**config.mk**
```make
export PLATFORM = sky130hd
export DESIGN_NAME = vga_capture
export DESIGN_NICKNAME = d
export VERILOG_FILES = /design/src/rtl/vga_capture.sv
export SDC_FILE = /design/constraint.sdc
export NUM_CORES = 1
export LEC_CHECK = 0
export ABC_AREA = 1
export BUFFER_PORTS_ARGS = -buffer_cell sky130_fd_sc_hd__clkbuf_2
export CORE_UTILIZATION = 30
export DETAILED_ROUTE_END_ITERATION = 8
export GPL_TIMING_DRIVEN = 0
export SYNTH_ARGS = -nofsm -noshare
export SYNTH_HDL_FRONTEND = slang
export SYNTH_SLANG_ARGS = --single-unit
export TNS_END_PERCENT = 20
```
**constraint.sdc**
```tcl
create_clock -name i_clk_27 -period 4.1 [get_ports i_clk_27]
set_clock_uncertainty 0.05 [all_clocks]
set_input_delay 0.41 -clock i_clk_27 [delete_from_list [all_inputs] [get_ports i_clk_27]]
set_output_delay 0.41 -clock i_clk_27 [all_outputs]
set_load 0.01 [all_outputs]
```
**src/rtl/vga_capture.sv**
```systemverilog
// vga_capture -- pixel-side receiver/checker for the VGA output stream.
//
// Registers the sync/blank/RGB outputs of the vga timing block and
// recovers the pixel position from them. Each active pixel goes to a
// frame-buffer write port. A checksum and a pixel count are kept per
// frame, and lock and format errors are reported.
//
// Optional feature, enabled with `define VGA_CAPTURE_TIMING_CHK_EN:
// checks the hsync period against H_TOTAL and the lines per frame
// against V_TOTAL. Without the macro, o_timing_err is tied to 0.
//
// Ports:
//   i_clk_27      pixel clock, rising edge
//   i_rst_n       asynchronous active-low reset
//   i_hsync       horizontal sync, active low
//   i_vsync       vertical sync, active low (falling edge = frame boundary)
//   i_vga_blank   blank_n: 1 = active video
//   i_red/green/blue  pixel colour, DW bits each
//   o_wr_en       frame-buffer write strobe
//   o_wr_addr     linear pixel index y*H_ACTIVE+x
//   o_wr_data     {red,green,blue}
//   o_frame_done  one-cycle pulse at frame end
//   o_frame_sum   checksum of last completed frame
//   o_pix_count   active pixels in last completed frame
//   o_locked      two consecutive good frames seen
//   o_line_err    sticky: an active run length was not H_ACTIVE
//   o_frame_err   last completed frame was bad
//   o_timing_err  sticky hsync-period / line-count error (optional)
module vga_capture #(
  parameter int H_ACTIVE = 640,
  parameter int V_ACTIVE = 480,
  parameter int H_TOTAL  = 800,
  parameter int V_TOTAL  = 525,
  parameter int DW       = 10,
  parameter int AW       = 19
) (
  input  logic            i_clk_27,
  input  logic            i_rst_n,
  input  logic            i_hsync,
  input  logic            i_vsync,
  input  logic            i_vga_blank,
  input  logic [DW-1:0]   i_red,
  input  logic [DW-1:0]   i_green,
  input  logic [DW-1:0]   i_blue,
  output logic            o_wr_en,
  output logic [AW-1:0]   o_wr_addr,
  output logic [3*DW-1:0] o_wr_data,
  output logic            o_frame_done,
  output logic [31:0]     o_frame_sum,
  output logic [AW:0]     o_pix_count,
  output logic            o_locked,
  output logic            o_line_err,
  output logic            o_frame_err,
  output logic            o_timing_err
);

  // x and y saturate one past the active size, so overlong runs and
  // extra lines stay distinguishable without wrapping.
  localparam int XW = $clog2(H_ACTIVE + 2);
  localparam int YW = $clog2(V_ACTIVE + 2);
  localparam logic [XW-1:0] X_END    = XW'(H_ACTIVE);
  localparam logic [XW-1:0] X_MAX    = XW'(H_ACTIVE + 1);
  localparam logic [YW-1:0] Y_END    = YW'(V_ACTIVE);
  localparam logic [YW-1:0] Y_MAX    = YW'(V_ACTIVE + 1);
  localparam logic [AW:0]   PIX_FULL = (AW+1)'(H_ACTIVE * V_ACTIVE);

  typedef enum logic {S_SEARCH, S_FRAME} state_e;

  // Input stage: r1 is the sampled pin, r2 the previous r1 for edges.
  logic            vs_r1, vs_r2, bl_r1, bl_r2;
  logic [3*DW-1:0] pix_r1;

  // NOTE: clocked state always uses non-blocking assignments so every
  // flop samples its inputs from before the edge.
  always_ff @(posedge i_clk_27 or negedge i_rst_n) begin
    if (!i_rst_n) begin
      vs_r1  <= 1'b0;
      vs_r2  <= 1'b0;
      bl_r1  <= 1'b0;
      bl_r2  <= 1'b0;
      pix_r1 <= '0;
    end else begin
      vs_r1  <= i_vsync;
      vs_r2  <= vs_r1;
      bl_r1  <= i_vga_blank;
      bl_r2  <= bl_r1;
      pix_r1 <= {i_red, i_green, i_blue};
    end
  end

  logic vs_edge, line_end;
  assign vs_edge  = vs_r2 & ~vs_r1;   // vsync assertion
  assign line_end = bl_r2 & ~bl_r1;   // end of an active run

  state_e          state_q, state_d;
  logic [XW-1:0]   x_q, x_d;
  logic [YW-1:0]   y_q, y_d;
  logic [AW-1:0]   addr_q, addr_d;
  logic [31:0]     sum_q, sum_d;
  logic [AW:0]     pix_q, pix_d;
  logic            bad_q, bad_d;
  logic [1:0]      lock_q, lock_d;
  logic            good;
  logic            wr_en_d, done_d, locked_d, line_err_d, frame_err_d;
  logic [AW-1:0]   wr_addr_d;
  logic [3*DW-1:0] wr_data_d;
  logic [31:0]     fsum_d;
  logic [AW:0]     fpix_d;

  // NOTE: every variable gets a default at the top of the block, so no
  // path can leave one unassigned and infer a latch.
  always_comb begin
    state_d     = state_q;
    x_d         = x_q;
    y_d         = y_q;
    addr_d      = addr_q;
    sum_d       = sum_q;
    pix_d       = pix_q;
    bad_d       = bad_q;
    lock_d      = lock_q;
    good        = 1'b0;
    wr_en_d     = 1'b0;
    wr_addr_d   = o_wr_addr;
    wr_data_d   = o_wr_data;
    done_d      = 1'b0;
    fsum_d      = o_frame_sum;
    fpix_d      = o_pix_count;
    line_err_d  = o_line_err;
    frame_err_d = o_frame_err;

    unique case (state_q)
      S_SEARCH: begin
        if (vs_edge) begin
          state_d = S_FRAME;
          x_d     = '0;
          y_d     = '0;
          addr_d  = '0;
          sum_d   = '0;
          pix_d   = '0;
          bad_d   = 1'b0;
        end
      end
      S_FRAME: begin
        // Line end is processed before the frame is judged.
        if (line_end) begin
          if (x_q != X_END) begin
            line_err_d = 1'b1;
            bad_d      = 1'b1;
          end
          x_d = '0;
          if (y_q != Y_MAX) y_d = y_q + 1'b1;
        end
        if (vs_edge) begin
          good        = (pix_q == PIX_FULL) && (y_d == Y_END) && !bad_d;
          fsum_d      = sum_q;
          fpix_d      = pix_q;
          done_d      = 1'b1;
          frame_err_d = !good;
          if (!good)               lock_d = 2'd0;
          else if (lock_q != 2'd2) lock_d = lock_q + 2'd1;
          x_d    = '0;
          y_d    = '0;
          addr_d = '0;
          sum_d  = '0;
          pix_d  = '0;
          bad_d  = 1'b0;
        end
      end
    endcase

    // A pixel coinciding with the vsync edge belongs to the new frame,
    // so it is handled after the counters have been restarted.
    if (state_d == S_FRAME && bl_r1) begin
      if (x_d < X_END && y_d < Y_END) begin
        wr_en_d   = 1'b1;
        wr_addr_d = addr_d;
        wr_data_d = pix_r1;
        addr_d    = addr_d + 1'b1;
        sum_d     = sum_d + 32'(pix_r1);
        pix_d     = pix_d + 1'b1;
      end else begin
        bad_d = 1'b1;
      end
      if (x_d != X_MAX) x_d = x_d + 1'b1;
    end

    locked_d = (lock_d == 2'd2);
  end

  always_ff @(posedge i_clk_27 or negedge i_rst_n) begin
    if (!i_rst_n) begin
      state_q      <= S_SEARCH;
      x_q          <= '0;
      y_q          <= '0;
      addr_q       <= '0;
      sum_q        <= '0;
      pix_q        <= '0;
      bad_q        <= 1'b0;
      lock_q       <= 2'd0;
      o_wr_en      <= 1'b0;
      o_wr_addr    <= '0;
      o_wr_data    <= '0;
      o_frame_done <= 1'b0;
      o_frame_sum  <= '0;
      o_pix_count  <= '0;
      o_locked     <= 1'b0;
      o_line_err   <= 1'b0;
      o_frame_err  <= 1'b0;
    end else begin
      state_q      <= state_d;
      x_q          <= x_d;
      y_q          <= y_d;
      addr_q       <= addr_d;
      sum_q        <= sum_d;
      pix_q        <= pix_d;
      bad_q        <= bad_d;
      lock_q       <= lock_d;
      o_wr_en      <= wr_en_d;
      o_wr_addr    <= wr_addr_d;
      o_wr_data    <= wr_data_d;
      o_frame_done <= done_d;
      o_frame_sum  <= fsum_d;
      o_pix_count  <= fpix_d;
      o_locked     <= locked_d;
      o_line_err   <= line_err_d;
      o_frame_err  <= frame_err_d;
    end
  end

`ifdef VGA_CAPTURE_TIMING_CHK_EN
  localparam int HCW = $clog2(H_TOTAL + 2);
  localparam int VCW = $clog2(V_TOTAL + 2);
  localparam logic [HCW-1:0] H_END = HCW'(H_TOTAL);
  localparam logic [HCW-1:0] H_SAT = HCW'(H_TOTAL + 1);
  localparam logic [VCW-1:0] V_END = VCW'(V_TOTAL);
  localparam logic [VCW-1:0] V_SAT = VCW'(V_TOTAL + 1);

  logic           hs_r1, hs_r2, hs_edge, h_seen_q, tmg_err_q;
  logic [HCW-1:0] h_cnt_q;
  logic [VCW-1:0] v_cnt_q;

  assign hs_edge = hs_r2 & ~hs_r1;

  // h_cnt is 1 in the cycle of an hsync edge, so at the next edge it
  // holds the period in clocks. v_cnt counts hsync edges since vsync.
  always_ff @(posedge i_clk_27 or negedge i_rst_n) begin
    if (!i_rst_n) begin
      hs_r1     <= 1'b0;
      hs_r2     <= 1'b0;
      h_seen_q  <= 1'b0;
      h_cnt_q   <= '0;
      v_cnt_q   <= '0;
      tmg_err_q <= 1'b0;
    end else begin
      hs_r1 <= i_hsync;
      hs_r2 <= hs_r1;
      if (state_q == S_SEARCH) begin
        // Partial line and frame before lock-on are not judged.
        h_seen_q <= 1'b0;
        h_cnt_q  <= '0;
        v_cnt_q  <= (vs_edge && hs_edge) ? VCW'(1) : '0;
      end else begin
        if (hs_edge) begin
          if (h_seen_q && h_cnt_q != H_END) tmg_err_q <= 1'b1;
          h_seen_q <= 1'b1;
          h_cnt_q  <= HCW'(1);
        end else if (h_cnt_q != H_SAT) begin
          h_cnt_q <= h_cnt_q + 1'b1;
        end
        if (vs_edge) begin
          if (v_cnt_q != V_END) tmg_err_q <= 1'b1;
          v_cnt_q <= hs_edge ? VCW'(1) : '0;
        end else if (hs_edge && v_cnt_q != V_SAT) begin
          v_cnt_q <= v_cnt_q + 1'b1;
        end
      end
    end
  end

  assign o_timing_err = tmg_err_q;
`else
  logic unused_hsync;
  assign unused_hsync = i_hsync;
  assign o_timing_err = 1'b0;
`endif

endmodule

```
* After elaboration in Yosys (flattened, before gate mapping) *
Cells that the tools add are included.

word-level totals
  input bits = 35
  word-level logic and storage cells = 89
  flip-flop bits (word level) = 234

cells by class
  reductions and logical operators = 9
  eq/ne operators = 7
  multiplexer cells = 38
  add/subtract/negate cells = 6
  bitwise operators = 5
  $lt $le $gt $ge = 2

operators with widths
  operator                 count
  $mux W32                 3
  $mux W20                 3
  $mux W19                 3
  $mux W10                 5
  $mux W9                  5
  $add A32 B30 Y32         1
  $add A20 B1 Y20 const B  1
  $eq A20 B19 Y1 const B   1
  $ne A10 B10 Y1 const B   2
  $pmux W10 S2             1
  $add A19 B1 Y19 const B  1
  $pmux W9 S2              1
  $mux W1                  12
  $add A10 B1 Y10 const B  1
  $lt A10 B10 Y1 const B   1
  $add A9 B1 Y9 const B    1
  $eq A9 B9 Y1 const B     1
  $lt A9 B9 Y1 const B     1
  $ne A9 B9 Y1 const B     1
  $mux W2                  4
  $logic_and A1 B1 Y1      4
  $reduce_and A2 Y1        2
  $not A1 Y1               3
  $reduce_and A3 Y1        1
  6 further kinds          8

* Depth between registers and ports, before layout *
Gate-level depths: netlist of the first run.

  depth in word-level cells = 11
  depth in mapped cells = 23
  mapped depth without buffers = 19

* Worst setup path after synthesis of the first run *
No wires, ideal clock.

  path kind = reg-to-reg
  start point = register vs_r1
  end point = register sum_q[20]
  required time = 3.923 ns
  clock period less this slack = 3.258 ns
  setup slack = 0.842 ns
  stages on the path, launching flop included = 17
  path buffers = 4
  arrival time = 3.081 ns
  cells stage by stage = dfrtp_1 nor2_2 buf_2 buf_2 buf_2 buf_1 nor2_1 ha_1 fa_1 nand2_1 nand3_1 and2_1 nand3_1 nand3_1 a21oi_1 xor2_1 o21ai_0

on the way
  longest elaborated chain between the ends = 8
  elaborated cells between the ends (all ways) = 18
  those cells by class = add/sub: 1; order compare: 2; mux: 11; bitwise: 2; reduce/logical: 2

ends and longest elaborated chain
  what                                                                      line  text
  start, declared                                                           70    logic vs_r1, vs_r2, bl_r1, bl_r2;
  start signal, assigned                                                    83    vs_r1 <= i_vsync;
  $not A1 Y1 (*)                                                            92    assign vs_edge = vs_r2 & ~vs_r1;
  $and A1 B1 Y1 (*)                                                         92
  parallel branches: the longest is 5 deep, another holds $add A32 B30 Y32  --
  $mux W32 (*)                                                              173   if (state_d == S_FRAME && bl_r1) begin
  via sum_d[20]                                                             99    logic [31:0] sum_q, sum_d;
  end signal, assigned                                                      214   sum_q <= sum_d;
  end, declared                                                             99

Mark *: on every way through the listed nets, which the timed path passes.
A chain may end at the register's enable or synchronous reset.

* Final worst setup path of the first run *
Ends and elaborated chain as after synthesis.

==> impl_metrics.json, run 1 <==
{
  "status": "finished, violations left",
  "violations": "DRC",
  "synthFlopType": "dfrtp_1",
  "critPathBufInv": 3,
  "p_sw_share_pct": 33.4,
  "combPwrFrac_pct": 27.7,
  "slew_violations": 0,
  "ys_top_cells_by_count": "nand2_1, dfrtp_1, inv_1",
  "place_ws_ns": -0.436,
  "setup_tns_ns": 0,
  "cts.clk_slew.worst_paths_ns": 0.06,
  "hold_viol_final": 0,
  "area_delta_synth_final_pct": 22.6,
  "synth_area_leader_cell": "dfrtp_1",
  "overflow": 0,
  "die_width_um": 207,
  "syn_inst": 1695,
  "firstDrtPassIters": 8,
  "cts_tree": "built",
  "cts_made_buffers": 29,
  "rsz0062_at_grt": "no",
  "post-route-period-util_pct": 91.8,
  "critPathSlowestCell": "fa_1",
  "async_reset_ff_share_pct": 100,
  "power_density_nw_per_um2": 516,
  "fmaxAchievable_mhz": 266,
  "drive_gt1_share_pct": 13.1,
  "initial_core_util_pct": 30.6,
  "rows": 74,
  "h-tree-depth": 1,
  "grt_max_degree": 90,
  "viasPerCell": 4.61,
  "wire_per_inst_um": 15.5,
  "worstSetupStartpointType": "flop",
  "portBuffers": 139,
  "ys_seq_area_share_pct": 46.6,
  "yosys_warnings": 0,
  "ant_nets": 0,
  "path_cells": "nor2_4 -> buf_4 -> buf_4 -> buf_2 -> nor2_1 -> ha_1 -> fa_1 -> nand2_1 -> nand3_1 -> and2_1 -> nand3_1 -> nand3_1 -> a21oi_1 -> xor2_1 -> o21ai_0",
  "synth_edf_count": 0,
  "setup_viol": 0,
  "required_ns": 4.50,
  "p_total_uw": 7940,
  "place_hpwl_um": 28300,
  "multi_input_area_um2": 5710,
  "clkLatencyLatePin_ns": 0.57,
  "worstPathArrival_ns": 4.16,
  "diodes": 0,
  "power_leakage_uw": 0.00791,
  "avgSynthCellArea_um2": 7.41,
  "yosysTopAreaCellShare_pct": 46.6,
  "cp-end-kind": "flop",
  "drcViolationCount": 9,
  "synth_top_cells_by_area": "dfrtp_1, nand2_1, inv_1, nor2_1, nand3_1",
  "clockBufferDepth": 3,
  "grt_pass1_vias": 11317,
  "clkPwrFrac_pct": 36.7,
  "numClockSinks": 234,
  "drt_wl_total_um": 38000,
  "max_stage_delay_ns": 0.43,
  "switching_power_uw": 2650,
  "critical_path.top_delay_family": "simple AND/OR/NAND/NOR gates",
  "p_int_uw": 5290,
  "die_h_um": 207,
  "grt_pass1_wl_um": 61300,
  "hold_path_class": "in -> async",
  "criticalPathCategory": "reg -> reg",
  "cp_common_cell": "nand3_1",
  "finalNetCount": 1972,
  "n_fill_cell": 4349,
  "cts_setup_buffers": 0,
  "seqPwrFrac_pct": 35.6,
  "synth_nets": 1768,
  "track_usage_pct": 18.3,
  "synth-seq-cells": 234,
  "yosysUniqueCellTypes": 45,
  "period_needed_ns": 3.76,
  "io_pins": 142,
  "clock-root-buffer": "clkbuf_16",
  "tightestPinTransition_ns": 0.711,
  "layout_setup_ws_ns": 0.335,
  "relSlewSlack_pct": 52.6,
  "ir_worst_vdd_mv": 0.304,
  "gp_congestion": 0.898,
  "critical_path.max_fanout": 19,
  "vias": 11312,
  "dieArea_um2": 42700,
  "core_area_um2": 41100,
  "dr.first_iter.drc_count": 648,
  "drv_cap": 0,
  "antenna_found_initial": 0,
  "regArea_um2": 5860,
  "synth_most_common_cell": "nand2_1",
  "netlist_area_um2": 12600
}
sequential cells by signal, summed over array words and instances (netlist names), 2 cells and up:
name and flops:
addr_q 19, lock_q 2, o_frame_sum 32, o_pix_count 20, o_wr_addr 19, o_wr_data 30, pix_q 20, pix_r1 30
sum_q 32, x_q 10, y_q 9
cell type report:
class                      count  share of cell area [%]
clock buffer                  34                    5.03
tap                          532                    4.32
buffer                        51                    1.75
multi-input combinational   1212                    37.0
sequential                   234                    38.0
inverter                     197                    4.80
timing repair buffer         174                    7.07
clock inverter                19                    2.01
power groups by stage:
stage / clock (uW) / sequential, uW / combinational (uW)
2_1_floorplan: 0 / 2900 / 1420
3_3_place_gp: 0 / 2860 / 2140
6_report: 2920 / 2830 / 2200
3_5_place_dp: 0 / 2870 / 2160
4_1_cts: 3000 / 2830 / 2200
5_1_grt: 3080 / 2870 / 2500
final timing paths:
| check | start | to | slack (ns) | depth (start not counted) |
|---|---|---|---|---|
| max | vs_r1 | sum_q[20] | 0.34 | 15 |
| min | i_rst_n | pix_r1[15] | 0.32 | 2 |
| max reg2reg | vs_r1 | sum_q[20] | 0.34 | 15 |
| min reg2reg | bl_r1 | bl_r2 | 0.35 | 0 |
| max in group asynchronous | i_rst_n | y_q[5] | 2.78 | 3 |
| min in group i_clk_27 | bl_r1 | bl_r2 | 0.35 | 0 |
cell families (layout without fill, tap and decap cells):
| kind of cell | count (synthesis) | count (layout) | share of synthesized area (%) |
|---|---|---|---|
| simple gates | 983 | 983 | 32.1 |
| buf+inv | 249 | 475 | 8.02 |
| flops | 234 | 234 | 46.6 |
| compound gates | 146 | 146 | 6.28 |
| xor+xnor | 43 | 43 | 3.00 |
| fa+ha+maj | 38 | 38 | 3.84 |
| other cells | 1 | 1 | 0.0298 |
| mux | 1 | 1 | 0.0797 |
metrics by stage:
stage	instance area (um^2)	cells	hold WS (ns)	util, %
floorplan	12600	1695	0.0644	-
global placement	13900	2366	0.333	33.9
detailed placement	14000	2368	0.340	34.0
CTS	15400	2454	0.328	37.5
global route	15400	2453	0.352	37.5
finish	15400	2453	0.325	37.5
metal layers:
| layer | vias to the layer above | track usage (%) | wire length (um) |
|---|---|---|---|
| met5 | - | 0 | 0 |
| met4 | 0 | 5.38 | 908 |
| met3 | 57 | 2.57 | 2030 |
| met2 | 263 | 28.0 | 16500 |
| met1 | 5302 | 26.6 | 18600 |
| li1 | 5690 | - | - |
timing repair:
item,4_1_cts,5_1_grt
cloned,0,0
endpoints found under the hold margin,90,0
hold buffers,33,0
resized for setup,3,1
setup endpoints to repair,18,12
placed cells by master (no fill, tap or decap), types with 26 or more instances in the layout:
cell / count
o21ai_0: 72
clkbuf_2: 140
a21oi_1: 29
dlygate4sd3_1: 33
xnor2_1: 26
nand2_1: 631
inv_1: 192
nor2_1: 168
ha_1: 37
nand3_1: 120
dfrtp_1: 234
clkbuf_16: 29
Note: power is estimated with default switching activity, not from simulation.
==> inputs of run 2 (changes only) <==
- CORE_ASPECT_RATIO: not set -> 0.5
- CORE_UTILIZATION: 30 -> 55
- GPL_ROUTABILITY_DRIVEN: not set -> 0
- PLACE_DENSITY: not set -> 0.76
==> impl_metrics.json, run 2 (synthesis gave the netlist of run 1 again) <==
{
  "cts.clk_slew.worst_paths_ns": 0.07,
  "place_ws_ns": -0.340,
  "worstSetupStartpointType": "flop",
  "dr.first_iter.drc_count": 991,
  "r2r_start": "vs_r1",
  "cp-end-kind": "flop",
  "layout_setup_ws_ns": 0.380,
  "initial_core_util_pct": 57.1,
  "min-delay-start": "bl_r1",
  "die_h_um": 109,
  "viasPerCell": 5.23,
  "timing.critical_path.to": "sum_q[30]",
  "slew_violations": 0,
  "stdcell_count": 2208,
  "drt_wl_total_um": 33200,
  "core_area_um2": 22000,
  "layout_commonest_cell": "nand2_1",
  "power_density_nw_per_um2": 492,
  "vias": 11550,
  "finalNetCount": 1965,
  "cts_made_buffers": 22,
  "die_width_um": 216,
  "ff2ff_setup_slack_ns": 0.38,
  "startpoint": "vs_r1",
  "worstPathArrival_ns": 4.10,
  "rr_endpoint": "sum_q[30]",
  "ff2ff_path_depth": 21,
  "status": "finished clean",
  "reg_top3": "o_frame_sum (32), sum_q (32)",
  "period_needed_ns": 3.72,
  "hold_path_class": "reg -> reg",
  "ir_worst_vdd_mv": 0.341,
  "hold_viol_final": 0,
  "relSlewSlack_pct": 48.1,
  "post-route-period-util_pct": 90.7,
  "drv_cap": 0,
  "cts_setup_buffers": 0,
  "antenna_found_initial": 0,
  "tightestPinTransition_ns": 0.778,
  "io_pins": 142,
  "fmaxAchievable_mhz": 269,
  "track_usage_pct": 29.0,
  "numClockSinks": 234,
  "critical_path.max_fanout": 19,
  "ant_nets": 0,
  "post-place-cells": 2136,
  "power_leakage_uw": 0.00777,
  "clockBufferDepth": 3,
  "clkLatencyLatePin_ns": 0.54,
  "grt_max_degree": 92,
  "criticalPathCategory": "reg -> reg",
  "diodes": 0,
  "firstDrtPassIters": 6,
  "final_cell_mix": "nand2_1, dfrtp_1, inv_1, nor2_1, clkbuf_2",
  "dieArea_um2": 23500,
  "area_delta_synth_final_pct": 18.2,
  "rsz0062_at_grt": "no",
  "h-tree-depth": 1,
  "place_hpwl_um": 23700,
  "portBuffers": 139,
  "overflow": 0,
  "cts_tree": "built",
  "clock-root-buffer": "clkbuf_16",
  "setup_viol": 0,
  "wire_per_inst_um": 15.0,
  "grt_pass1_vias": 10819,
  "drcViolationCount": 0,
  "rows": 38,
  "grt_pass1_wl_um": 54300,
  "required_ns": 4.47,
  "drive_gt1_share_pct": 12.5
}
-- run 2: cell types whose count changed in the layout (fill, tap and decap cells not counted), moves of 2 or more --
cell       previous run  this run
clkinv_8              0         2
clkinv_2              7         0
clkbuf_16            29        22
clkbuf_4              0         2
bufinv_16             8         4
-- run 2: layout make-up --
type / count / area [um^2]
Fill cell: 1905 / 7160
Sequential cell: 234 / 5860
Multi-Input combinational cell: 1212 / 5710
Timing Repair Buffer: 174 / 1090
Inverter: 197 / 739
Clock buffer: 29 / 617
Tap cell: 300 / 375
Buffer: 51 / 272
Clock inverter: 11 / 195
-- run 2: where the power goes --
| group | switching, uW | total (uW) | internal (uW) |
|---|---|---|---|
| Sequential | 178 | 2820 | 2650 |
| Clock | 968 | 2300 | 1340 |
| Combinational | 1390 | 2180 | 789 |
-- run 2: repair_timing --
action | 4_1_cts | 5_1_grt
setup endpoints to repair | 14 | 14
resized for setup | 2 | 3
hold endpoints to repair | 100 | 0
hold buffers | 33 | 0
-- run 2: worst min-delay path by stage --
stage,cells after the start,end
after floorplan,0,addr_q[0]
after global placement,0,bl_r2
after detailed placement,0,bl_r2
after CTS,0,bl_r2
after global routing,0,bl_r2
final,0,bl_r2
-- run 2: worst max-delay path: stages (launching register included) --
cell and delay (ns):
dfrtp_1 0.43, nor2_4 0.22, clkbuf_4 0.35, buf_4 0.27
clkbuf_4 0.27, nor2_1 0.09, ha_1 0.27, fa_1 0.43
nand2_1 0.09, nand3_1 0.10, nand3_1 0.08, nand2_1 0.12
nand2_1 0.09, nand2_1 0.14, nand2_1 0.14, nand2_1 0.06
nand2_1 0.06, nand2_1 0.08, nand3_1 0.09, nand2_1 0.05
nand2_1 0.05, nand2_1 0.05
-- run 2: routing by layer --
layer	up-vias	routed length (um)	GRT usage (%)
met2	334	15200	47.9
li1	5685	-	-
met5	-	0	0
met4	0	553	6.08
met3	41	2010	4.24
met1	5490	15400	40.9
-- run 2: through the flow --
stage / instance area (um^2) / setup TNS, ns / hold WS [ns] / power (uW) / utilization [%]
3_3_place_gp: 13600 / -481.66 / 0.328 / 4910 / 61.9
2_1_floorplan: 12600 / 0 / 0.0644 / 4310 / -
4_1_cts: 14800 / 0 / 0.362 / 7310 / 67.4
5_1_grt: 14800 / 0 / 0.385 / 7730 / 67.5
6_report: 14800 / 0 / 0.357 / 7310 / 67.5
3_5_place_dp: 13700 / -2.22 / 0.345 / 4960 / 62.2
==> inputs of run 3 (changes only) <==
- CELL_PAD_IN_SITES_DETAIL_PLACEMENT: not set -> 0
- CELL_PAD_IN_SITES_GLOBAL_PLACEMENT: not set -> 1
- CORE_UTILIZATION: 55 -> 43
- PLACE_DENSITY: 0.76 -> not set
- PLACE_DENSITY_LB_ADDON: not set -> 0.1
==> impl_metrics.json, run 3 (synthesis gave the netlist of run 1 again) <==
{
  "ff2ff_path_depth": 21,
  "layout_commonest_cell": "nand2_1",
  "p_total_uw": 7380,
  "antenna_found_initial": 0,
  "clockBufferDepth": 3,
  "cts_tree": "built",
  "grt_max_degree": 112,
  "rows": 43,
  "place_hpwl_um": 26300,
  "rr_endpoint": "sum_q[30]",
  "setup_viol": 0,
  "r2r_start": "vs_r1",
  "h-tree-depth": 1,
  "diodes": 0,
  "final_cell_mix": "nand2_1, dfrtp_1, inv_1, nor2_1, clkbuf_2",
  "n_fill_cell": 2767,
  "hold-worst-slack_ns": 0.257,
  "portBuffers": 139,
  "firstDrtPassIters": 5,
  "relSlewSlack_pct": 42.3,
  "numClockSinks": 234,
  "ant_nets": 0,
  "overflow": 0,
  "drt_wl_total_um": 35500,
  "post-route-period-util_pct": 92.0,
  "cts.clk_slew.worst_paths_ns": 0.07,
  "critical_path.max_fanout": 19,
  "max_stage_delay_ns": 0.44,
  "cts_setup_buffers": 0,
  "postPlaceCellArea_um2": 13800,
  "die_width_um": 244,
  "cp-end-kind": "flop",
  "grt_pass1_vias": 11011,
  "criticalPathCategory": "reg -> reg",
  "status": "finished clean",
  "required_ns": 4.47,
  "viasPerCell": 4.97,
  "hold_viol_final": 0,
  "ff2ff_setup_slack_ns": 0.33,
  "initial_core_util_pct": 44.6,
  "multi_input_area_um2": 5710,
  "critPathSlowestCell": "fa_1",
  "period_needed_ns": 3.77,
  "finalNetCount": 1966,
  "drive_gt1_share_pct": 12.5,
  "area_delta_synth_final_pct": 19.1,
  "path_cells": "nor2_4 -> buf_4 -> buf_4 -> clkbuf_4 -> nor2_1 -> ha_1 -> fa_1 -> nand2_1 -> nand3_1 -> nand3_1 -> nand2_1 -> nand2_1 -> nand2_1 -> nand2_1 -> nand2_1 -> nand2_1 -> nand2_1 -> nand3_1 -> nand2_1 -> nand2_1 -> nand2_1",
  "reg_top3": "o_frame_sum (32), sum_q (32)",
  "ir_worst_vdd_mv": 0.316,
  "grt_pass1_wl_um": 57000,
  "design_area_um2": 15000,
  "power_leakage_uw": 0.00778,
  "power_density_nw_per_um2": 493,
  "track_usage_pct": 24.0,
  "slew_violations": 0,
  "dieArea_um2": 29900,
  "worstPathArrival_ns": 4.14,
  "worstSetupStartpointType": "flop",
  "cp_common_cell": "nand2_1",
  "io_pins": 142,
  "dr.first_iter.drc_count": 846,
  "wire_per_inst_um": 15.5,
  "clock-root-buffer": "clkbuf_16",
  "rsz0062_at_grt": "no",
  "core_area_um2": 28200,
  "regArea_um2": 5860,
  "drv_cap": 0,
  "tightestPinTransition_ns": 0.865,
  "clkLatencyLatePin_ns": 0.54,
  "hold_path_class": "in -> async",
  "vias": 11378,
  "die_h_um": 123,
  "fmaxAchievable_mhz": 265,
  "drcViolationCount": 0,
  "cts_made_buffers": 23
}
-- run 3: cell types whose count changed in the layout (fill, tap and decap cells not counted), sizes merged --
cell,change
clkbuf,-1
clkinv,+1
bufinv,+1
buf,+1
clkinvlp,-1
inv,-1
-- run 3: per-layer routing --
layer,routed length (um),track usage (%),up-vias
met3,1590,3.48,37
met1,17200,34.1,5428
met4,456,3.98,0
met2,16300,39.7,241
met5,0,0,-
li1,-,-,5672
-- run 3: worst max-delay path, delay by kind of cell (launching register included) --
family,cells,cell delay (ns)
simple gates,16,1.56
buf+inv,3,0.89
fa+ha+maj,2,0.72
flops,1,0.41
-- run 3: timing repair --
item | 4_1_cts | 5_1_grt
resized for setup | 4 | 1
hold buffers | 33 | 0
endpoints found under the hold margin | 48 | 0
endpoints found under the setup margin | 21 | 9
-- run 3: final cells by class --
cell class	instances	area share [%]
Inverter	197	4.94
Buffer	51	1.81
Timing Repair Buffer	174	7.28
Clock buffer	29	4.26
Multi-Input combinational cell	1212	38.1
Sequential cell	234	39.1
Clock inverter	11	1.25
Tap cell	382	3.19
-- run 3: worst max path at each step --
stage             from  slack [ns]            end
2_1_floorplan    vs_r1        0.84      sum_q[20]
3_3_place_gp   i_rst_n       -2.20  o_wr_data[14]
3_5_place_dp     vs_r1       -0.59      sum_q[20]
4_1_cts          vs_r1        0.03      sum_q[20]
5_1_grt          vs_r1        0.06      sum_q[30]
6_report         vs_r1        0.33      sum_q[30]
-- run 3: report_power, final --
| part | total, uW | switching [uW] | internal (uW) |
|---|---|---|---|
| Combinational | 2180 | 1390 | 791 |
| Sequential | 2820 | 170 | 2650 |
| Clock | 2380 | 964 | 1420 |
| Total | 7380 | 2530 | 4860 |
-- run 3: per-stage QoR --
stage	util [%]	setup TNS [ns]	std cells	setup slack, ns
2_1_floorplan	-	0	1695	0.842
3_3_place_gp	48.7	-515.43	2216	-2.20
3_5_place_dp	49.0	-6.33	2218	-0.587
4_1_cts	53.1	0	2291	0.0347
5_1_grt	53.1	0	2290	0.0623
6_report	53.1	0	2290	0.329
